**config.mk**
```make
export PLATFORM = sky130hd
export DESIGN_NAME = sdram_frame_arbiter
export DESIGN_NICKNAME = d
export VERILOG_FILES = /design/src/rtl/sdram_frame_arbiter.sv
export SDC_FILE = /design/constraint.sdc
export NUM_CORES = 1
export LEC_CHECK = 0
export ABC_AREA = 1
export BUFFER_PORTS_ARGS = -buffer_cell sky130_fd_sc_hd__buf_2
export CAP_MARGIN = 40
export CORE_MARGIN = 8
export CORE_UTILIZATION = 39
export DETAILED_ROUTE_END_ITERATION = 10
export PLACE_DENSITY = 0.82
export SLEW_MARGIN = 15
export SYNTH_ARGS = -nofsm -noshare
export SYNTH_HDL_FRONTEND = slang
export SYNTH_SLANG_ARGS = --single-unit
```
**constraint.sdc**
```tcl
create_clock -name clk -period 2.8 [get_ports clk]
set_input_delay 0.56 -clock clk [delete_from_list [all_inputs] [get_ports clk]]
set_output_delay 0.56 -clock clk [all_outputs]
set_load 0.01 [all_outputs]
```
**src/rtl/sdram_frame_arbiter.sv**
```systemverilog
// rtl/sdram_frame_arbiter.sv - round-robin two-port Avalon-MM arbiter with read-return tag FIFO
// Optional per-port accept counters when SDRAM_ARB_STATS_EN is defined.
module sdram_frame_arbiter #(
  parameter int ADDR_W   = 25,
  parameter int DATA_W   = 16,
  parameter int MAX_RUN  = 8,
  parameter int MAX_PEND = 8
) (
  input  logic                clk,
  input  logic                reset,
  input  logic [ADDR_W-1:0]   m0_address,
  input  logic [DATA_W-1:0]   m0_writedata,
  input  logic [DATA_W/8-1:0] m0_byteenable,
  input  logic                m0_read,
  input  logic                m0_write,
  output logic                m0_waitrequest,
  output logic [DATA_W-1:0]   m0_readdata,
  output logic                m0_readdatavalid,
  input  logic [ADDR_W-1:0]   m1_address,
  input  logic [DATA_W-1:0]   m1_writedata,
  input  logic [DATA_W/8-1:0] m1_byteenable,
  input  logic                m1_read,
  input  logic                m1_write,
  output logic                m1_waitrequest,
  output logic [DATA_W-1:0]   m1_readdata,
  output logic                m1_readdatavalid,
  output logic [ADDR_W-1:0]   s_address,
  output logic [DATA_W-1:0]   s_writedata,
  output logic [DATA_W/8-1:0] s_byteenable,
  output logic                s_read,
  output logic                s_write,
  input  logic                s_waitrequest,
  input  logic                s_readdatavalid,
  input  logic [DATA_W-1:0]   s_readdata
`ifdef SDRAM_ARB_STATS_EN
  ,
  output logic [31:0]         stat_acc0,
  output logic [31:0]         stat_acc1
`endif
);

  localparam int RUN_W = $clog2(MAX_RUN) + 1;
  localparam int PTR_W = $clog2(MAX_PEND);
  localparam int CNT_W = PTR_W + 1;

  typedef enum logic [1:0] {IDLE, GNT0, GNT1} state_t;

  state_t            state_q;
  logic              last_q;
  logic [RUN_W-1:0]  run_q;
  logic              tag_q [MAX_PEND];
  logic [PTR_W-1:0]  wr_q, rd_q;
  logic [CNT_W-1:0]  cnt_q, cnt_d;

  logic req0, req1, granted, gsel, g_read, g_write;
  logic cmd_wr, cmd_rd, fifo_full, pop, push, rd_stall, accept;
  logic cur_req, oth_req, run_last, pop_tag;

  always_comb begin
    req0      = m0_read | m0_write;
    req1      = m1_read | m1_write;
    granted   = (state_q != IDLE);
    gsel      = (state_q == GNT1);
    g_read    = gsel ? m1_read  : m0_read;
    g_write   = gsel ? m1_write : m0_write;
    // A simultaneous read+write is treated as a write only.
    cmd_wr    = granted & g_write;
    cmd_rd    = granted & g_read & ~g_write;
    fifo_full = (cnt_q == CNT_W'(MAX_PEND));
    pop       = s_readdatavalid & (cnt_q != '0);
    // A pop in the same cycle frees a slot, so a full FIFO need not stall then.
    rd_stall  = cmd_rd & fifo_full & ~pop;
    accept    = (cmd_wr | (cmd_rd & ~rd_stall)) & ~s_waitrequest;
    push      = accept & cmd_rd;
    cur_req   = gsel ? req1 : req0;
    oth_req   = gsel ? req0 : req1;
    run_last  = accept & (run_q == RUN_W'(MAX_RUN - 1));
    pop_tag   = tag_q[rd_q];
    cnt_d     = cnt_q + CNT_W'(push) - CNT_W'(pop);
  end

  assign s_write        = cmd_wr;
  assign s_read         = cmd_rd & ~rd_stall;
  assign s_address      = gsel ? m1_address    : m0_address;
  assign s_writedata    = gsel ? m1_writedata  : m0_writedata;
  assign s_byteenable   = gsel ? m1_byteenable : m0_byteenable;
  assign m0_waitrequest = (state_q != GNT0) | s_waitrequest | rd_stall;
  assign m1_waitrequest = (state_q != GNT1) | s_waitrequest | rd_stall;
  assign m0_readdata    = s_readdata;
  assign m1_readdata    = s_readdata;
  assign m0_readdatavalid = pop & ~pop_tag;
  assign m1_readdatavalid = pop &  pop_tag;

  always_ff @(posedge clk or posedge reset) begin
    if (reset) begin
      state_q <= IDLE;
      last_q  <= 1'b1;
      run_q   <= '0;
    end else begin
      case (state_q)
        IDLE: begin
          run_q <= '0;
          if (req0 & (~req1 | last_q)) state_q <= GNT0;
          else if (req1)               state_q <= GNT1;
        end
        default: begin
          if (~cur_req | (run_last & oth_req)) begin
            state_q <= oth_req ? (gsel ? GNT0 : GNT1) : IDLE;
            last_q  <= gsel;
            run_q   <= '0;
          end else if (accept) begin
            run_q <= run_last ? '0 : run_q + RUN_W'(1);
          end
        end
      endcase
    end
  end

  always_ff @(posedge clk or posedge reset) begin
    if (reset) begin
      wr_q  <= '0;
      rd_q  <= '0;
      cnt_q <= '0;
    end else begin
      if (push) wr_q <= wr_q + PTR_W'(1);
      if (pop)  rd_q <= rd_q + PTR_W'(1);
      cnt_q <= cnt_d;
    end
  end

  always_ff @(posedge clk) begin
    if (push) tag_q[wr_q] <= gsel;
  end

`ifdef SDRAM_ARB_STATS_EN
  logic [31:0] stat0_q, stat1_q;

  always_ff @(posedge clk or posedge reset) begin
    if (reset) begin
      stat0_q <= '0;
      stat1_q <= '0;
    end else if (accept) begin
      if (gsel) stat1_q <= stat1_q + 32'd1;
      else      stat0_q <= stat0_q + 32'd1;
    end
  end

  assign stat_acc0 = stat0_q;
  assign stat_acc1 = stat1_q;
`endif

endmodule

```
==> results_dict.tcl <==
set metrics [dict create \
    n_antenna_cell 0 \
    syn_avg_cell_area_um2 6.503 \
    grt_use_total_pct 17.24 \
    detail_route.wl_per_cell_um 14.12 \
    path_delay_family "adder cells" \
    synth-main-ff-cell "dfrtp_1" \
    relSlewSlack_pct 53.77 \
    p_int_w 0.001295 \
    grt-ovfl-total 0 \
    clkTransAtPathRegs_ns 0.09 \
    path_max_fanout 5 \
    p_sw_share_pct 51.79 \
    min_period_over_period_pct 90.34 \
    async_reset_ff_share_pct 68.00 \
    ys_warn_count 0 \
    dp_hpwl_um 6315 \
    peakVddDrop_mv 0.6335 \
    clock_power_share_pct 8.2 \
    critPathLaunchType "register" \
    die_w_um 91.29 \
    io_buffers 142 \
    die-area_mm2 0.008334 \
    maxSlewViolCount 0 \
    vias_per_cell 4.713 \
    ys_seq_area_share_pct 30.16 \
    place.gp.congestion 0.8440 \
    fill_cells 576 \
    setup_viol 0 \
    hold_class "in2async" \
    cts-buffers-inserted 3 \
    cp_slowest_cell "fa_1" \
    syn_inst 340 \
    crit_chain "inv_1 > ha_1 > nand2_1 > nand2_1 > nand2_1 > nand3_2 > nand2_2 > nand2_2 > nor2_4 > inv_2 > ha_1 > inv_1 > ha_1 > fa_1 > xor2_1" \
    rows 27 \
    synth_edf_count 8 \
    hold_violations 0 \
    core_mm2 0.005507 \
    power_leakage_nw 1.671 \
    worstSkewPairLatency_ns 0.27 \
    tightest_slew_ns 0.6927 \
    combinationalPowerShare_pct 67.9 \
    rsz0062_at_grt "false" \
    syn_nets 460 \
    critical_path_class "reg2reg" \
    hold_buffers 0 \
    h-tree-depth 1 \
    power.total_w 0.002686 \
    antenna_found_initial 3 \
    start_util_pct 40.15 \
    fin_crit_ns 2.529 \
    cpPeakStageDelay_ns 0.38 \
    maxCapViolations 0 \
    drt_iter0_drc 125 \
    routed_wirelength_um 7327 \
    clk_path_buf_depth 2 \
    setup_tns_ns 0 \
    critical_path_required_ns 2.96 \
    final_util_pct 50.87 \
    yosysUniqueCellTypes 30 \
    final_nets 568 \
    grt_pass1_vias 2603 \
    skew_ns 0.003722 \
    multiInputGateArea_mm2 0.001169 \
    final_common_cell "nand2_1" \
    seqPwrFrac_pct 23.9 \
    io_pins 191 \
    post-cts-setup-buffer-count 0 \
    path_buf_inv 3 \
    regArea_um2 666.9 \
    drc 0 \
    power_density_mw_per_mm2 958.7 \
    die_h_um 91.29 \
    grt_pass1_wl_um 11940 \
    dr_total_vias 2446 \
    worstSetupEndpointType "register" \
    cts_num_sinks 25 \
    cts_tree "done" \
    arrival_ns 2.69 \
    synth_area_mm2 0.002211 \
    status "finished clean" \
    ant_nets 0 \
    cts_root_buffer "clkbuf_8" \
    ys_ff_latch 25 \
    drive_gt1_share_pct 36.69 \
    p_sw_w 0.001391 \
    areaGrowthSynthToFinish_pct 26.71 \
    cts-resized-gates 0 \
    grt_max_degree 57 \
    max_freq_ghz 0.3953 \
    dr.pass1.iters 4 \
    layout_common_cells "nand2_1, buf_2, inv_1" \
]
## cell type report
class | instances | share of cell area (%)
Timing Repair Buffer | 144 | 25.90
Clock inverter | 1 | 0.2680
Multi-Input combinational cell | 247 | 41.71
Sequential cell | 25 | 23.81
Clock buffer | 3 | 1.474
Inverter | 27 | 3.618
Tap cell | 72 | 3.216
## stage by stage
| stage | instances | area, um^2 | setup WS, ns | hold WS [ns] |
|---|---|---|---|---|
| after floorplan | 340 | 2211 | 0.4855 | 0.4395 |
| after global placement | 515 | 2753 | 0.3393 | 0.4494 |
| after detailed placement | 515 | 2753 | 0.2614 | 0.4589 |
| after CTS | 519 | 2801 | 0.2607 | 0.3996 |
| after global routing | 519 | 2801 | 0.06716 | 0.4338 |
| final | 519 | 2801 | 0.2705 | 0.3811 |
## kinds of logic after synthesis
logic type	after synthesis	share of synthesized area, %
compound gates	14	3.565
flops	25	30.16
fa+ha+maj	10	5.999
mux	1	0.4528
buf+inv	68	16.98
simple gates	215	40.07
xor+xnor	7	2.773
## registers in the layout (all words and copies together), names as in the netlist
signal	flops
rd_q	3
run_q	4
state_q	2
tag_q	8
wr_q	3
cnt_q	4
last_q	1
## Yosys cell counts, types with 4 or more instances
library cell,count,area [um^2]
buf_4,32,240.2
clkbuf_1,9,33.78
dfrtp_1,16,400.4
edfxtp_1,8,240.2
ha_1,9,112.6
inv_1,23,86.33
inv_2,4,15.01
nand2_1,168,630.6
nand3_1,10,50.05
nand4_1,4,25.02
nor2_1,19,71.32
nor2_2,4,25.02
o21ai_0,9,45.04
xor2_1,5,43.79
## metal layers
| layer | share of wire [%] | wire length [um] | global-route usage [%] |
|---|---|---|---|
| met1 | 36 | 2621 | 16.37 |
| met2 | 51 | 3704 | 30.89 |
| met3 | 12 | 870 | 10.12 |
| met4 | 1.4 | 99 | 4.638 |
| met5 | 0.44 | 32 | 0 |
## worst register-to-register path, cell delays in order (launching register included)
cell and delay [ns]:
dfrtp_1 0.33, inv_1 0.07, ha_1 0.20, nand2_1 0.06
nand2_1 0.12, nand2_1 0.14, nand3_2 0.09, nand2_2 0.10
nand2_2 0.09, nor2_4 0.14, inv_2 0.06, ha_1 0.27
inv_1 0.04, ha_1 0.20, fa_1 0.38, xor2_1 0.15
## path summary, 6_finish.rpt
path                            slack (ns)          to      from  cells after the start
worst max-delay path                  0.27    cnt_q[2]  cnt_q[2]                     15
worst min-delay path                  0.38  state_q[1]     reset                      2
worst max register to register        0.27    cnt_q[2]  cnt_q[2]                     15
worst min register to register        0.47      last_q    last_q                      2
max in group asynchronous             1.98    run_q[1]     reset                      2
min in group clk                      0.47      last_q    last_q                      2
## power by group through the flow
| stage | sequential, W | clock (W) | combinational, W |
|---|---|---|---|
| after detailed placement | 0.000648 | 0 | 0.00184 |
| final | 0.000643 | 0.000219 | 0.00182 |
| after global routing | 0.000659 | 0.000238 | 0.00207 |
| after floorplan | 0.000616 | 0 | 0.00124 |
| after CTS | 0.000640 | 0.000224 | 0.00185 |
| after global placement | 0.000637 | 0 | 0.00179 |
Power figures use the tool's default switching activity.
